## config.mk

```make
export PLATFORM = sky130hd
export DESIGN_NAME = mem_uart
export DESIGN_NICKNAME = d
export VERILOG_FILES = /design/src/rtl/m6809_pkg.sv /design/src/rtl/uart_rx_fifo.sv /design/src/rtl/mem_uart.sv
export SDC_FILE = /design/constraint.sdc
export NUM_CORES = 1
export LEC_CHECK = 0
export BUFFER_PORTS_ARGS = -buffer_cell sky130_fd_sc_hd__buf_2
export CELL_PAD_IN_SITES_DETAIL_PLACEMENT = 1
export CELL_PAD_IN_SITES_GLOBAL_PLACEMENT = 1
export CORE_ASPECT_RATIO = 0.8
export CORE_UTILIZATION = 49
export CTS_CLUSTER_DIAMETER = 120
export CTS_CLUSTER_SIZE = 12
export DETAILED_ROUTE_END_ITERATION = 10
export PLACE_DENSITY_LB_ADDON = 0.1
export REMOVE_ABC_BUFFERS = 1
export SYNTH_ARGS = -nofsm -noshare
export SYNTH_HDL_FRONTEND = slang
export SYNTH_SLANG_ARGS = --single-unit
```

## constraint.sdc

```tcl
create_clock -name clk -period 2.5 [get_ports clk]
set_clock_uncertainty 0.15 [all_clocks]
set_input_delay 0.5 -clock clk [delete_from_list [all_inputs] [get_ports clk]]
set_output_delay 0.5 -clock clk [all_outputs]
set_load 0.05 [all_outputs]
```

## src/rtl/m6809_pkg.sv

```systemverilog
// m6809 core bus shared definitions.
// UART register map, status bits, FSM states.
package m6809_pkg;

  localparam logic [1:0] UART_DATA   = 2'd0;
  localparam logic [1:0] UART_STATUS = 2'd1;
  localparam logic [1:0] UART_CTRL   = 2'd2;

  localparam int ST_RDRF = 0;
  localparam int ST_TDRE = 1;
  localparam int ST_OVR  = 2;
  localparam int ST_FE   = 3;
  localparam int ST_IRQ  = 7;

  typedef enum logic [1:0] {
    TX_IDLE,
    TX_START,
    TX_DATA,
    TX_STOP
  } tx_state_e;

  typedef enum logic [1:0] {
    RX_IDLE,
    RX_START,
    RX_DATA,
    RX_STOP
  } rx_state_e;

endpackage

```

## src/rtl/uart_rx_fifo.sv

```systemverilog
// Receive byte FIFO for mem_uart.
// Extra pointer MSB separates full from empty.
module uart_rx_fifo #(
  parameter int DEPTH = 4
) (
  input  logic       clk,
  input  logic       reset,
  input  logic       push,
  input  logic       pop,
  input  logic [7:0] wdata,
  output logic       full,
  output logic       empty,
  output logic [7:0] head
);

  localparam int AW = $clog2(DEPTH);

  logic [7:0] mem [DEPTH];
  logic [AW:0] wp_q;
  logic [AW:0] rp_q;
  logic do_pop;
  logic do_push;

  assign empty = (wp_q == rp_q);
  assign full = (wp_q[AW] != rp_q[AW])
             && (wp_q[AW-1:0] == rp_q[AW-1:0]);
  // A pop frees the slot, so a push on full still fits.
  assign do_pop = pop && !empty;
  assign do_push = push && (!full || do_pop);
  assign head = mem[rp_q[AW-1:0]];

  // Pointer update.
  always_ff @(posedge clk) begin
    if (reset) begin
      wp_q <= '0;
      rp_q <= '0;
    end else begin
      if (do_push) wp_q <= wp_q + 1'b1;
      if (do_pop) rp_q <= rp_q + 1'b1;
    end
  end

  // Storage write.
  always_ff @(posedge clk) begin
    if (do_push) mem[wp_q[AW-1:0]] <= wdata;
  end

endmodule

```

## src/rtl/mem_uart.sv

```systemverilog
// Memory-mapped 8N1 UART on the m6809 bus.
// TX and RX FSMs, control/status, RX FIFO.
import m6809_pkg::*;

module mem_uart #(
  parameter int CLK_DIV  = 16,
  parameter int RX_DEPTH = 4
) (
  input  logic       clk,
  input  logic       reset,
  input  logic       sel,
  input  logic       wr_n,
  input  logic [1:0] a,
  input  logic [7:0] din,
  output logic [7:0] dout,
  input  logic       rxd,
  output logic       txd,
  output logic       irq
);

  localparam int CW = $clog2(CLK_DIV);
  localparam logic [CW-1:0] BIT_LAST = CW'(CLK_DIV - 1);
  localparam logic [CW-1:0] HALF_LAST = CW'(CLK_DIV / 2 - 1);

  tx_state_e tx_state_q, tx_state_d;
  rx_state_e rx_state_q, rx_state_d;

  logic [7:0] hold_q;
  logic       tdre_q;
  logic [7:0] tx_sh_q;
  logic [CW-1:0] tx_cnt_q;
  logic [2:0] tx_idx_q;
  logic       tx_tick;
  logic       tx_load;
  logic       tx_bit;

  logic       rs1_q;
  logic       rs2_q;
  logic       rxs;
  logic [7:0] rx_sh_q;
  logic [CW-1:0] rx_cnt_q;
  logic [2:0] rx_idx_q;
  logic       rx_tick;
  logic       rx_push;
  logic       fe_set;

  logic       rxie_q;
  logic       txie_q;
  logic       ovr_q;
  logic       fe_q;
  logic       ovr_set;

  logic       fifo_full;
  logic       fifo_empty;
  logic [7:0] fifo_head;

  logic       wr_data;
  logic       wr_ctrl;
  logic       rd_data;
  logic       rd_status;
  logic [7:0] status;

  assign wr_data = sel && !wr_n && (a == UART_DATA) && tdre_q;
  assign wr_ctrl = sel && !wr_n && (a == UART_CTRL);
  assign rd_data = sel && wr_n && (a == UART_DATA);
  assign rd_status = sel && wr_n && (a == UART_STATUS);
  assign rxs = rs2_q;

  // When full, a same-cycle pop always succeeds, so only a bare push overflows.
  assign ovr_set = rx_push && fifo_full && !rd_data;

  assign irq = (rxie_q && !fifo_empty)
            || (txie_q && tdre_q)
            || (rxie_q && (ovr_q || fe_q));

  uart_rx_fifo #(
    .DEPTH(RX_DEPTH)
  ) u_fifo (
    .clk  (clk),
    .reset(reset),
    .push (rx_push),
    .pop  (rd_data),
    .wdata(rx_sh_q),
    .full (fifo_full),
    .empty(fifo_empty),
    .head (fifo_head)
  );

  // FSM state registers.
  always_ff @(posedge clk) begin
    if (reset) begin
      tx_state_q <= TX_IDLE;
      rx_state_q <= RX_IDLE;
    end else begin
      tx_state_q <= tx_state_d;
      rx_state_q <= rx_state_d;
    end
  end

  // TX next state and serial bit.
  always_comb begin
    tx_state_d = tx_state_q;
    tx_load = 1'b0;
    tx_bit = 1'b1;
    tx_tick = (tx_cnt_q == '0);
    unique case (tx_state_q)
      TX_IDLE: begin
        if (!tdre_q) begin
          tx_load = 1'b1;
          tx_state_d = TX_START;
        end
      end
      TX_START: begin
        tx_bit = 1'b0;
        if (tx_tick) tx_state_d = TX_DATA;
      end
      TX_DATA: begin
        tx_bit = tx_sh_q[0];
        if (tx_tick && tx_idx_q == 3'd7) tx_state_d = TX_STOP;
      end
      TX_STOP: begin
        if (tx_tick) tx_state_d = TX_IDLE;
      end
      default: tx_state_d = TX_IDLE;
    endcase
  end

  // TX datapath; txd is registered so it lags the FSM by one cycle.
  always_ff @(posedge clk) begin
    if (reset) begin
      hold_q <= '0;
      tdre_q <= 1'b1;
      tx_sh_q <= '0;
      tx_cnt_q <= BIT_LAST;
      tx_idx_q <= '0;
      txd <= 1'b1;
    end else begin
      txd <= tx_bit;
      if (wr_data) hold_q <= din;
      if (tx_load) tdre_q <= 1'b1;
      else if (wr_data) tdre_q <= 1'b0;
      if (tx_state_q == TX_IDLE) tx_cnt_q <= BIT_LAST;
      else if (tx_tick) tx_cnt_q <= BIT_LAST;
      else tx_cnt_q <= tx_cnt_q - 1'b1;
      if (tx_load) begin
        tx_sh_q <= hold_q;
        tx_idx_q <= '0;
      end else if (tx_state_q == TX_DATA && tx_tick) begin
        tx_sh_q <= {1'b1, tx_sh_q[7:1]};
        tx_idx_q <= tx_idx_q + 1'b1;
      end
    end
  end

  // rxd synchroniser.
  always_ff @(posedge clk) begin
    if (reset) begin
      rs1_q <= 1'b1;
      rs2_q <= 1'b1;
    end else begin
      rs1_q <= rxd;
      rs2_q <= rs1_q;
    end
  end

  // RX next state, push and framing error.
  always_comb begin
    rx_state_d = rx_state_q;
    rx_tick = (rx_cnt_q == '0);
    rx_push = 1'b0;
    fe_set = 1'b0;
    unique case (rx_state_q)
      RX_IDLE: begin
        if (!rxs) rx_state_d = RX_START;
      end
      RX_START: begin
        if (rx_tick) rx_state_d = rxs ? RX_IDLE : RX_DATA;
      end
      RX_DATA: begin
        if (rx_tick && rx_idx_q == 3'd7) rx_state_d = RX_STOP;
      end
      RX_STOP: begin
        if (rx_tick) begin
          rx_state_d = RX_IDLE;
          rx_push = rxs;
          fe_set = !rxs;
        end
      end
      default: rx_state_d = RX_IDLE;
    endcase
  end

  // RX datapath; idle preloads a half-bit count to hit mid start bit.
  always_ff @(posedge clk) begin
    if (reset) begin
      rx_cnt_q <= HALF_LAST;
      rx_idx_q <= '0;
      rx_sh_q <= '0;
    end else begin
      if (rx_state_q == RX_IDLE) rx_cnt_q <= HALF_LAST;
      else if (rx_tick) rx_cnt_q <= BIT_LAST;
      else rx_cnt_q <= rx_cnt_q - 1'b1;
      if (rx_state_q == RX_START) rx_idx_q <= '0;
      else if (rx_state_q == RX_DATA && rx_tick) begin
        rx_sh_q <= {rxs, rx_sh_q[7:1]};
        rx_idx_q <= rx_idx_q + 1'b1;
      end
    end
  end

  // Control and sticky flags; a new event beats a status-read clear.
  always_ff @(posedge clk) begin
    if (reset) begin
      rxie_q <= 1'b0;
      txie_q <= 1'b0;
      ovr_q <= 1'b0;
      fe_q <= 1'b0;
    end else begin
      if (wr_ctrl) begin
        rxie_q <= din[0];
        txie_q <= din[1];
      end
      if (ovr_set) ovr_q <= 1'b1;
      else if (rd_status) ovr_q <= 1'b0;
      if (fe_set) fe_q <= 1'b1;
      else if (rd_status) fe_q <= 1'b0;
    end
  end

  // Status byte.
  always_comb begin
    status = '0;
    status[ST_RDRF] = !fifo_empty;
    status[ST_TDRE] = tdre_q;
    status[ST_OVR] = ovr_q;
    status[ST_FE] = fe_q;
    status[ST_IRQ] = irq;
  end

  // Read data mux.
  always_comb begin
    dout = '0;
    unique case (a)
      UART_DATA:   dout = fifo_empty ? 8'h00 : fifo_head;
      UART_STATUS: dout = status;
      UART_CTRL:   dout = {6'b0, txie_q, rxie_q};
      default:     dout = '0;
    endcase
  end

endmodule

```

== Yosys cells after proc, flatten, opt, wreduce, memory -nomap -nowiden ==
Memories as Yosys holds them, arrays and structs flattened. A register that Yosys moved wholly into a read port is not among the register bits.
Index checks and enable logic that the tools add are counted.

* Logic and storage cells: 123
* Output and inout port bits: 10
* Bits in writable memories: 32
* Register bits: 56
* Bits in latches: 0
* Input bits: 15
* ROM bits: 0
* Memories: 1

* $add $sub $neg: 6
* Magnitude comparators: 0
* Multiplexer cells: 30
* Reduce and logical (&&, ||, !) cells: 44
* Equality and inequality tests: 21
* Divide/modulo/power cells: 0
* $mul: 0
* Bitwise logic cells: 1
* Shift-type cells: 0

{| class="wikitable"
|+ Memories
! memory !! depth !! bits a word !! rd ports !! clocked after Yosys merged registers in !! write ports !! RTL line !! source
|-
| u_fifo.mem || 4 || 8 || 1 || 1 || 1 || uart_rx_fifo.sv:18 || <nowiki>logic [7:0] mem [DEPTH];</nowiki>
|}

{| class="wikitable"
|+ Operator list
! kind !! count
|-
| two-way mux 8 bit || 3
|-
| case mux 8 bit (3 select lines) || 1
|-
| two-way mux 2 bit || 11
|-
| logical AND 1 bit || 19
|-
| != test 2 bit, second input constant || 8
|-
| case mux 2 bit (4 select lines) || 2
|-
| adder 3 x 1 -> 3 bit, second input constant || 4
|-
| two-way mux 1 bit || 11
|-
| equality test 2 bit, second input constant || 5
|-
| logical NOT 4 bit || 2
|-
| AND reduction 4 bit || 2
|-
| subtractor 4 x 1 -> 4 bit, second input constant || 2
|-
| equality test 2 x 1 -> 1 bit, second input constant || 3
|-
| equality test 3 bit, second input constant || 2
|-
| logical NOT 2 bit || 3
|-
| nonzero test 2 bit || 3
|-
| OR reduction 2 bit || 3
|-
| OR reduction 3 bit || 2
|-
| logical NOT 1 bit || 5
|-
| logical OR 1 bit || 4
|-
| two-way mux 4 bit || 1
|-
| equality test 3 bit || 1
|-
| equality test 2 bit || 1
|-
| case mux 1 bit (2 select lines) || 1
|-
| 3 further kinds || 3
|}

== Depth between registers and ports, before layout ==
Gate-level depths: netlist of run 1.

* Depth in word-level cells: 7
* Mapped depth: 8
* Mapped depth without buffers: 6

== Modules after synthesis ==
From an unflattened synthesis of run 1, not the netlist that was laid out.

* Cells, all modules: 363
* Area total of the unflattened synthesis: 4192.8 µm²

{| class="wikitable"
|+ By module, submodules not included
! module !! cells each !! instances !! sequential area each (µm²) !! area an instance (µm²)
|-
| mem_uart || 266 || 1 || 1001.0 || 2493.6
|-
| uart_rx_fifo || 97 || 1 || 1121.1 || 1699.1
|}

== Worst setup path after synthesis of run 1 ==
Ideal clock, no wire load.

* Path type: register to output
* From: register u_fifo.wp_q[0]
* To: output port dout[7]
* Buffers on the path: 0
* Required time: 1.850 ns
* Path slack: -0.305 ns
* Data arrival time: 2.155 ns
* Stages on the path, launching flop included: 5
* Path through: dfxtp_1 -> xor2_2 -> nor3_1 -> a21oi_1 -> a32o_1

* Word-level cells in the longest chain between the ends: 6
* Elaborated cells between the ends (all ways): 7
* Those cells by class: eq/ne (1); mux (2); reduce/logical (4)

{| class="wikitable"
|+ Ends and longest elaborated chain
! what !! RTL line !! source
|-
| start: declaration || uart_rx_fifo.sv:19 || <nowiki>logic [AW:0] wp_q;</nowiki>
|-
| start signal: assignment || uart_rx_fifo.sv:38 || <nowiki>if (do_push) wp_q <= wp_q + 1'b1;</nowiki>
|-
| equality test 3 bit || uart_rx_fifo.sv:24 || <nowiki>assign empty = (wp_q == rp_q);</nowiki>
|-
| logical NOT 1 bit || mem_uart.sv:72 || <nowiki>assign irq = (rxie_q && !fifo_empty)</nowiki>
|-
| logical AND 1 bit || mem_uart.sv:72 ||
|-
| logical OR 1 bit || mem_uart.sv:73 || <nowiki>|| (txie_q && tdre_q)</nowiki>
|-
| logical OR 1 bit || mem_uart.sv:74 || <nowiki>|| (rxie_q && (ovr_q || fe_q));</nowiki>
|-
| net irq || mem_uart.sv:18 || <nowiki>output logic irq</nowiki>
|-
| case mux 8 bit (3 select lines) || mem_uart.sv:243 || <nowiki>unique case (a)</nowiki>
|-
| end: declaration || mem_uart.sv:15 || <nowiki>output logic [7:0] dout,</nowiki>
|}

The timed path passes the listed nets, and every way through them passes these cells.

== Worst setup path after layout of run 1 ==
* From: register u_fifo.wp_q[0]
* To: output port dout[7]

* Word-level cells in the longest chain between the ends: 6
* Elaborated cells between the ends (all ways): 7
* Those cells by class: eq/ne (1); mux (2); reduce/logical (4)

{| class="wikitable"
|+ Ends and longest elaborated chain
! what !! RTL line
|-
| equality test 3 bit * || uart_rx_fifo.sv:24
|-
| logical NOT 1 bit || mem_uart.sv:72
|-
| logical AND 1 bit || mem_uart.sv:72
|-
| logical OR 1 bit || mem_uart.sv:73
|-
| logical OR 1 bit || mem_uart.sv:74
|-
| case mux 8 bit (3 select lines) * || mem_uart.sv:243
|}

Mark *: on every way between the ends. The rest lies on a longest branch, timed or not.

==> results of run 1 <==
==> final timing paths <==
path	from	endpoint	depth (start not counted)	slack (ns)
worst max-delay path	u_fifo.wp_q[0]	dout[7]	4	0.02
worst min-delay path	rxd	rs1_q	2	0.16
worst max register to register	rx_cnt_q[0]	u_fifo.mem[1][1]	7	0.20
worst min register to register	tx_cnt_q[0]	tx_cnt_q[0]	1	0.26
==> logic make-up after synthesis <==
group | Yosys count | synth area share
XOR/XNOR | 10 | 0.02601
AO/OA/AOI/OAI | 34 | 0.06216
flip-flops | 90 | 0.5379
multiplexers | 41 | 0.1319
adder cells (fa/ha/maj) | 15 | 0.04757
AND/OR/NAND/NOR | 116 | 0.1605
buffers and inverters | 28 | 0.03394
==> layout by cell type, fill, tap and decap left out, drive strengths merged, types with 3 or more instances in the layout <==
cell type,count
clkbuf,9
nand3,8
nor3,8
or3,3
buf,39
inv,14
and3,3
nand2b,6
a22o,3
nor2,44
a211oi,11
clkinv,3
nor2b,6
edfxtp,32
dfxtp,58
nand3b,4
a21oi,8
xnor2,5
ha,15
nand2,14
xor2,5
mux2i,31
and2,5
mux4,8
nor3b,4
==> area by class of cell <==
type,instances,share of cell area
clock inverter,7,0.01810
timing repair buffer,39,0.05596
clock buffer,9,0.02756
multi-input combinational,216,0.3859
tap,105,0.02923
sequential,90,0.4749
inverter,10,0.008352
==> per-stage QoR <==
step           setup WS [ns]  setup TNS, ns
6_report             0.01665              0
5_1_grt             -0.03206       -0.06856
4_1_cts             -0.01906       -0.01906
3_5_place_dp          0.2081              0
3_3_place_gp          0.2436              0
2_1_floorplan        -0.3049        -0.5322
==> worst max-delay path, stage by stage (launching register included) <==
cell	delay (ns)
dfxtp_4	0.39
xor2_4	0.21
or3_4	0.45
a32o_1	0.26
buf_6	0.16
==> power groups by stage <==
stage | Sequential, mW | Clock [mW] | Combinational, mW
detailed placement | 1.59 | 0 | 0.195
floorplan | 1.59 | 0 | 0.117
global route | 1.56 | 1.08 | 0.220
global placement | 1.59 | 0 | 0.187
CTS | 1.55 | 1.03 | 0.196
finish | 1.55 | 1.00 | 0.196
==> timing repair <==
action | 4_1_cts | 5_1_grt
gates resized for setup | 12 | 9
pin swaps | 0 | 1
endpoints found under the setup margin | 9 | 9
setup buffers | 0 | 5
==> metal layers <==
layer | up-vias | routed length [um] | global-route usage
met5 | - | 0 | 0
met1 | 1228 | 3900 | 0.2678
met3 | 7 | 311 | 0.04966
li1 | 1248 | - | -
met2 | 44 | 3970 | 0.3523
met4 | 0 | 72 | 0.06429
==> flip-flops by register name, indices dropped and copies added, names as in the netlist, 2 cells and up, named ones only <==
signal	count
tx_sh_q	8
rx_idx_q	3
hold_q	8
u_fifo.wp_q	3
u_fifo.mem	32
rx_cnt_q	4
tx_idx_q	3
u_fifo.rp_q	3
rx_sh_q	8
tx_state_q	2
tx_cnt_q	4
==> results by group, run 1 <==
Yosys
  – Number of synthesized flops with an enable pin: 32
  – Area contributors post-synth: dfxtp_1, edfxtp_1, mux2i_1, ha_1, mux4_2
  – Top cell type by total area after synthesis: dfxtp_1
  – YS warnings: 0
  – Sequential cell area fraction in the yosys report: 0.5379
  – Top-count cell post-synth: dfxtp_1
  – Flops & latches, synth: 90
  – Prevailing post-synth register cell: dfxtp_1
  – Post-synth top area share: 0.2943
  – Syn_area_per_cell: 11.81 sq um
  – Area of the mapped netlist: 3945 sq um
  – Syn Inst Count: 334
  – Synth cell types: 48
  – Post-synth ARST share: 0
  – Post-synth top cells: dfxtp_1, nor2_1, edfxtp_1

Critical path
  – CP Capture Type: output pin
  – Critical path arrival: 1.83 ns
  – Crit Path Class: reg -> out
  – Startpoint types: flip-flop
  – Crit-path max FO: 7
  – Worst Path Required: 1.85 ns

STA
  – Tmin final: 2.483 ns
  – Final Cycle Share: 0.9933
  – Normalized max-slew margin: 0.5094
  – Final hold violations: 0
  – Hold WS: 0.1569 ns
  – RSZ-0062 raised after global routing: true
  – Max-slew violations: 0
  – # setup viols final: 0
  – Actual slew at the worst max-slew pin: 0.7360 ns
  – Highest Clock Rate: 402.7 MHz

Power and ir drop
  – Comb power frac: 0.071
  – Internal power: 2.009 mW
  – Sequential share of power: 0.564
  – Clock power share: 0.365
  – Leak: 1.766 nW
  – P per Cell Area: 612.7 nW/um^2
  – P_sw: 744.9 uW
  – Tot Pwr: 2.754 mW
  – Maximum vdd drop: 0.0003358 V
  – Sw frac: 0.2705

GRT
  – Gr usage total: 0.2087
  – Number of global-route vias before repair: 2,635
  – Grt ovf: 0
  – Largest net degree at the start of global routing: 41
  – Initial antenna violation count: 0
  – First-pass GRT wire length: 12,880 um

Final layout
  – Multi-input gate area: 1734 sq um
  – Share of post-route cells with drive strength above 1: 0.2345
  – Final Net Count: 396
  – Design Area, Final: 4494 sq um
  – Fill count: 800
  – N_diodes: 0
  – Synth-to-layout area growth: 13.92%
  – Post-layout util: 0.5912
  – Post-route insts no fill: 476
  – FF+latch area: 2135 sq um

Min path
  – Min-delay worst type: in -> reg

Die
  – Die Wd: 102.3 um
  – I/O pins: 25
  – Die Ht: 82.26 um
  – DIE AREA: 8416 sq um
  – # rows: 28
  – Starting Density: 0.5189
  – Core area: 7602 sq um

Clock network
  – Hold-fix buffers, CTS: 0
  – Worst skew pair latency: 0.37 ns
  – CTS Sinks: 90
  – CTS Buffer Depth: 2
  – CTS root buf: clkbuf_8
  – CTS tree: built
  – Max H-tree Level: 3
  – CTS clk-pin slew, worst paths: 0.10 ns
  – Clock buffer count from CTS: 9

Placement
  – Post-DP HPWL: 5764 um
  – RePlAce Congestion: 0.7242
  – DP Area: 4175 sq um
  – Placed Instances: 455
  – Port Buffers: 24

Detailed routing
  – Antenna viol nets, final: 0
  – Final wirelength: 8255 um
  – Vias per cell: 5.309
  – DRC: 0
  – DRT Pass-1 Iters: 4
  – Initial DRC count: 90
  – Post-DR wirelength/cell: 17.34 um
  – Via Count: 2,527

Run
  – Max-cap violations: 0

Status
  – Outcome: finished, final reports clean
Note: power is estimated with default switching activity, not from simulation.
==> run 2: changes to the inputs <==
CORE_UTILIZATION = 52   (was 49)
clock period = 2.9 ns   (was 2.5 ns; I/O delays follow)
==> results by group, run 2 (synthesis results as in run 1) <==
Die
  – Core area: 7357 sq um (-3.2%)
  – Die Wd: 99.38 um (-2.9%)
  – DIE AREA: 7941 sq um (-5.6%)
  – I/O pins: 25 (unchanged)
  – # rows: 28 (unchanged)
  – Die Ht: 79.91 um (-2.9%)
  – Starting Density: 0.5362 (+0.01730)

Final layout
  – Share of post-route cells with drive strength above 1: 0.1861 (-0.04839)
  – Design Area, Final: 4298 sq um (-4.4%)
  – Synth-to-layout area growth: 8.944%
  – Fill count: 789 (-1.4%)
  – Commonest non-fill, non-tap cell in the layout: dfxtp_1
  – Final Net Count: 385 (-2.8%)
  – N_diodes: 0 (unchanged)
  – Max reg flops: 32 (unchanged)
  – Most frequent cells in the layout: dfxtp_1, nor2_1, edfxtp_1, mux2i_1, buf_2

Critical path
  – Crit path max-delay family: simple AND/OR/NAND/NOR gates
  – Startpoint types: flip-flop
  – Slowest-stage cell, CP: or3_1
  – CP Capture Type: output pin
  – Crit-path cells: xor2_2 -> or3_1 -> a32o_1 -> buf_2
  – Critical path arrival: 2.02 ns (+0.19 ns)
  – Slowest stage delay, CP: 0.53 ns (+0.08 ns)
  – Crit Path Class: reg -> out
  – Crit path buf inv count: 1 (unchanged)
  – Crit-path max FO: 7 (unchanged)
  – Worst Path Required: 2.17 ns (+0.32 ns)

STA
  – # setup viols final: 0 (unchanged)
  – Final Cycle Share: 0.9480
  – Actual slew at the worst max-slew pin: 0.9808 ns (+0.2448 ns)
  – Highest Clock Rate: 363.7 MHz
  – Final TNS setup: 0 ns (unchanged)
  – Max-slew violations: 0 (unchanged)
  – RSZ-0062 raised after global routing: false
  – Hold WS: 0.2466 ns (+0.08970 ns)
  – Tmin final: 2.749 ns
  – Normalized max-slew margin: 0.3461 (-0.1632)
  – Final hold violations: 0 (unchanged)

Placement
  – Post-DP HPWL: 5304 um (-8.0%)
  – Port Buffers: 24 (unchanged)
  – DP Area: 4111 sq um (-1.5%)
  – RePlAce Congestion: 0.7839 (+8.2%)

Detailed routing
  – DRC: 0 (unchanged)
  – Vias per cell: 5.611 (+5.7%)
  – Post-DR wirelength/cell: 16.78 um (-3.2%)
  – Initial DRC count: 90 (unchanged)
  – Final wirelength: 7552 um (-8.5%)
  – DRT Pass-1 Iters: 4 (unchanged)
  – Via Count: 2,525 (-0.079%)
  – Antenna viol nets, final: 0 (unchanged)

Power and ir drop
  – Leak: 1.683 nW (-4.7%)
  – Tot Pwr: 2.288 mW (-17%)
  – Maximum vdd drop: 0.0002970 V (-12%)
  – P per Cell Area: 532.4 nW/um^2 (-13%)

Clock network
  – CTS Buffer Depth: 2 (unchanged)
  – CTS tree: built
  – CTS root buf: clkbuf_8
  – Postcts setup bufs: 0 (unchanged)
  – Max H-tree Level: 3 (unchanged)
  – CTS clk-pin slew, worst paths: 0.09 ns (about the same)
  – Worst skew pair latency: 0.35 ns (-0.02 ns)
  – Clock buffer count from CTS: 9 (unchanged)
  – CTS Sinks: 90 (unchanged)

GRT
  – Initial antenna violation count: 0 (unchanged)
  – Grt ovf: 0 (unchanged)
  – Gr usage total: 0.2095 (+0.0008054)
  – Largest net degree at the start of global routing: 57 (+39%)
  – Number of global-route vias before repair: 2,516 (-4.5%)
  – First-pass GRT wire length: 12,550 um (-2.6%)

Status
  – Outcome: finished, final reports clean

Run
  – Max-cap violations: 0 (unchanged)

Min path
  – Min-delay worst type: in -> reg
[run 2: cell types whose count changed in the layout (fill, tap and decap cells not counted), sizes merged]
cell,previous run,this run
buf,39,28
clkinv,3,1
clkinvlp,0,1
inv,14,15
[run 2: final timing paths]
path,slack [ns],cells after the start,end,startpoint
min reg2reg,0.27,1,rs2_q,rs1_q
min,0.25,2,rs1_q,rxd
max,0.15,4,dout[7],u_fifo.wp_q[1]
max reg2reg,0.56,6,u_fifo.mem[0][6],rx_cnt_q[0]
[run 2: power breakdown]
part	internal, mW	switching [mW]
clock network	0.325	0.460
registers	1.32	0.0178
logic	0.0633	0.100
[run 2: what timing repair did]
| item | CTS | global route |
|---|---|---|
| hold buffers | 0 | 0 |
| endpoints found under the setup margin | 0 | 1 |
| resized for setup | 0 | 1 |
[run 2: cell type report]
cell class,instances,area [sq um],area share
sequential,90,2122,0.4937
multi-input combinational,216,1694,0.3942
timing repair buffer,28,150.1,0.03493
clock buffer,9,123.9,0.02882
tap,90,112.6,0.02620
clock inverter,7,57.56,0.01339
inverter,10,37.54,0.008734
[run 2: per-stage QoR]
step	setup slack [ns]	util	std cells
after CTS	0.1372	0.5835	450
after global placement	0.5196	0.5588	434
after detailed placement	0.4200	0.5588	434
after global routing	0.04759	0.5842	450
final	0.1507	0.5842	450
after floorplan	0.01507	-	316
[run 2: worst register-to-register path, delay by kind of cell (launching register included)]
| family | cells | cell delay (ns) |
|---|---|---|
| adder cells (fa/ha/maj) | 1 | 0.21 |
| flip-flops | 1 | 0.34 |
| buffers and inverters | 1 | 0.07 |
| AND/OR/NAND/NOR | 4 | 1.22 |
[run 2: layer usage]
metal	wire length, um	GRT usage	vias to the layer above
li1	-	-	1230
met1	3796	0.2969	1238
met2	3317	0.3139	48
met3	368	0.05604	9
met4	70	0.06324	0
met5	0	0	-
==> run 3: changes to the inputs <==
CELL_PAD_IN_SITES_DETAIL_PLACEMENT = unset   (was 1)
CELL_PAD_IN_SITES_GLOBAL_PLACEMENT = unset   (was 1)
CORE_UTILIZATION = 61   (was 52)
PLACE_DENSITY = 0.8   (was unset)
PLACE_DENSITY_LB_ADDON = unset   (was 0.1)
==> results by group, run 3 (synthesis results as in run 1) <==
STA
  – Final hold violations: 0 (unchanged)
  – Max-slew violations: 0 (unchanged)
  – Highest Clock Rate: 366.6 MHz (+0.80%)
  – Actual slew at the worst max-slew pin: 0.9777 ns (-0.003134 ns)
  – # setup viols final: 0 (unchanged)
  – Final Cycle Share: 0.9405 (-0.007504)
  – Tmin final: 2.728 ns (-0.02176 ns)
  – Normalized max-slew margin: 0.3482 (+0.002089)
  – RSZ-0062 raised after global routing: false
  – Hold WS: 0.2511 ns (+0.004524 ns)
  – Final TNS setup: 0 ns (unchanged)

Detailed routing
  – DRC: 0 (unchanged)
  – Post-DR wirelength/cell: 15.53 um (-7.5%)
  – Via Count: 2,516 (-0.36%)
  – Final wirelength: 6848 um (-9.3%)
  – DRT Pass-1 Iters: 4 (unchanged)
  – Vias per cell: 5.705 (+1.7%)
  – Antenna viol nets, final: 0 (unchanged)
  – Initial DRC count: 144 (+60%)

Clock network
  – CTS clk-pin slew, worst paths: 0.09 ns (about the same)
  – Post-CTS Resized: 0 (unchanged)
  – Postcts setup bufs: 0 (unchanged)
  – Clock buffer count from CTS: 9 (unchanged)
  – CTS root buf: clkbuf_8
  – Hold-fix buffers, CTS: 0 (unchanged)
  – CTS Buffer Depth: 2 (unchanged)
  – Worst skew pair latency: 0.36 ns (about the same)
  – CTS Sinks: 90 (unchanged)
  – CTS tree: built
  – Max H-tree Level: 3 (unchanged)

GRT
  – Initial antenna violation count: 0 (unchanged)
  – GRT met2 Usage: 0.3400 (+0.02608)
  – Largest net degree at the start of global routing: 57 (unchanged)
  – Grt ovf: 0 (unchanged)
  – M3 GR Usage: 0.06748 (+0.01144)
  – Gr usage total: 0.2194 (+0.009885)
  – First-pass GRT wire length: 11,160 um (-11%)
  – Met1 GRT Util: 0.2946 (-0.002351)
  – Number of global-route vias before repair: 2,333 (-7.3%)
  – Most used routing layer in global routing: met2

Die
  – Starting Density: 0.6501 (+0.1139)
  – Die Ht: 73.93 um (-7.5%)
  – Die Wd: 91.91 um (-7.5%)
  – I/O pins: 25 (unchanged)
  – Core area: 6068 sq um (-18%)
  – DIE AREA: 6795 sq um (-14%)
  – # rows: 25 (-11%)

Placement
  – DP Area: 4100 sq um (-0.27%)
  – Post-DP HPWL: 4853 um (-8.5%)
  – RePlAce Congestion: 0.8005 (+2.1%)
  – Port Buffers: 24 (unchanged)

Power and ir drop
  – Leak: 1.685 nW (about the same)
  – Maximum vdd drop: 0.0004622 V (+56%)
  – P per Cell Area: 531.6 nW/um^2 (-0.15%)
  – Tot Pwr: 2.277 mW (-0.49%)

Run
  – Max-cap violations: 0 (unchanged)

Final layout
  – Commonest non-fill, non-tap cell in the layout: dfxtp_1
  – Most frequent cells in the layout: dfxtp_1, nor2_1, edfxtp_1, mux2i_1, buf_2
  – Max reg flops: 32 (unchanged)
  – Post-layout util: 0.7058 (+0.1216)
  – N_diodes: 0 (unchanged)
  – Final Net Count: 385 (unchanged)
  – Synth-to-layout area growth: 8.563%
  – Share of post-route cells with drive strength above 1: 0.1806 (-0.005556)
  – Design Area, Final: 4283 sq um (-0.35%)

Critical path
  – Startpoint types: flip-flop
  – Crit Path Class: reg -> out
  – Worst Path Required: 2.17 ns (about the same)
  – Crit-path max FO: 5 (-2)
  – Critical path arrival: 2.00 ns (-0.02 ns)
  – CP Capture Type: output pin
  – R2R depth: 6 (unchanged)

Status
  – Outcome: finished, final reports clean

Min path
  – Min-delay worst type: in -> reg
  – WHS Path Cells: 2 (unchanged)
run 3: changes by cell type in the layout (fill, tap and decap cells not counted), sizes merged:
| cell | change |
|---|---|
| inv | -1 |
| clkinvlp | -1 |
| clkinv | +2 |
run 3: report_power, final:
group | internal, mW | switching [mW] | leakage (nW)
combinational | 0.0622 | 0.0963 | 0.825
sequential | 1.32 | 0.0183 | 0.766
clock | 0.326 | 0.453 | 0.0942
run 3: cell type report:
type | count | area, sq um
Sequential cell | 90 | 2122
Fill cell | 442 | 1785
Multi-Input combinational cell | 216 | 1689
Timing Repair Buffer | 28 | 150.1
Clock buffer | 9 | 123.9
Tap cell | 81 | 101.3
Clock inverter | 7 | 58.81
Inverter | 10 | 37.54
run 3: metal layers:
layer | wire length [um] | share of wire
met3 | 413 | 0.060
met2 | 3074 | 0.45
met1 | 3249 | 0.47
met4 | 111 | 0.016
met5 | 0 | 0
run 3: critical path, cell delays in order, from the launching register on:
cell and delay (ns):
dfxtp_1 0.47, xor2_2 0.17, nor3_1 0.36, a21oi_1 0.20, a32o_1 0.25, buf_2 0.21
run 3: final timing paths:
kind / endpoint / from / slack (ns)
max: dout[7] / u_fifo.wp_q[1] / 0.17
min: rs1_q / rxd / 0.25
max reg2reg: u_fifo.mem[2][0] / rx_cnt_q[0] / 0.63
min reg2reg: rx_cnt_q[0] / rx_cnt_q[0] / 0.26
run 3: per-stage QoR:
step / worst slack, ns / std cells
detailed placement: 0.4824 / 425
finish: 0.1725 / 441
global route: 0.05925 / 441
floorplan: 0.01507 / 316
CTS: 0.1740 / 441
global placement: 0.5371 / 425
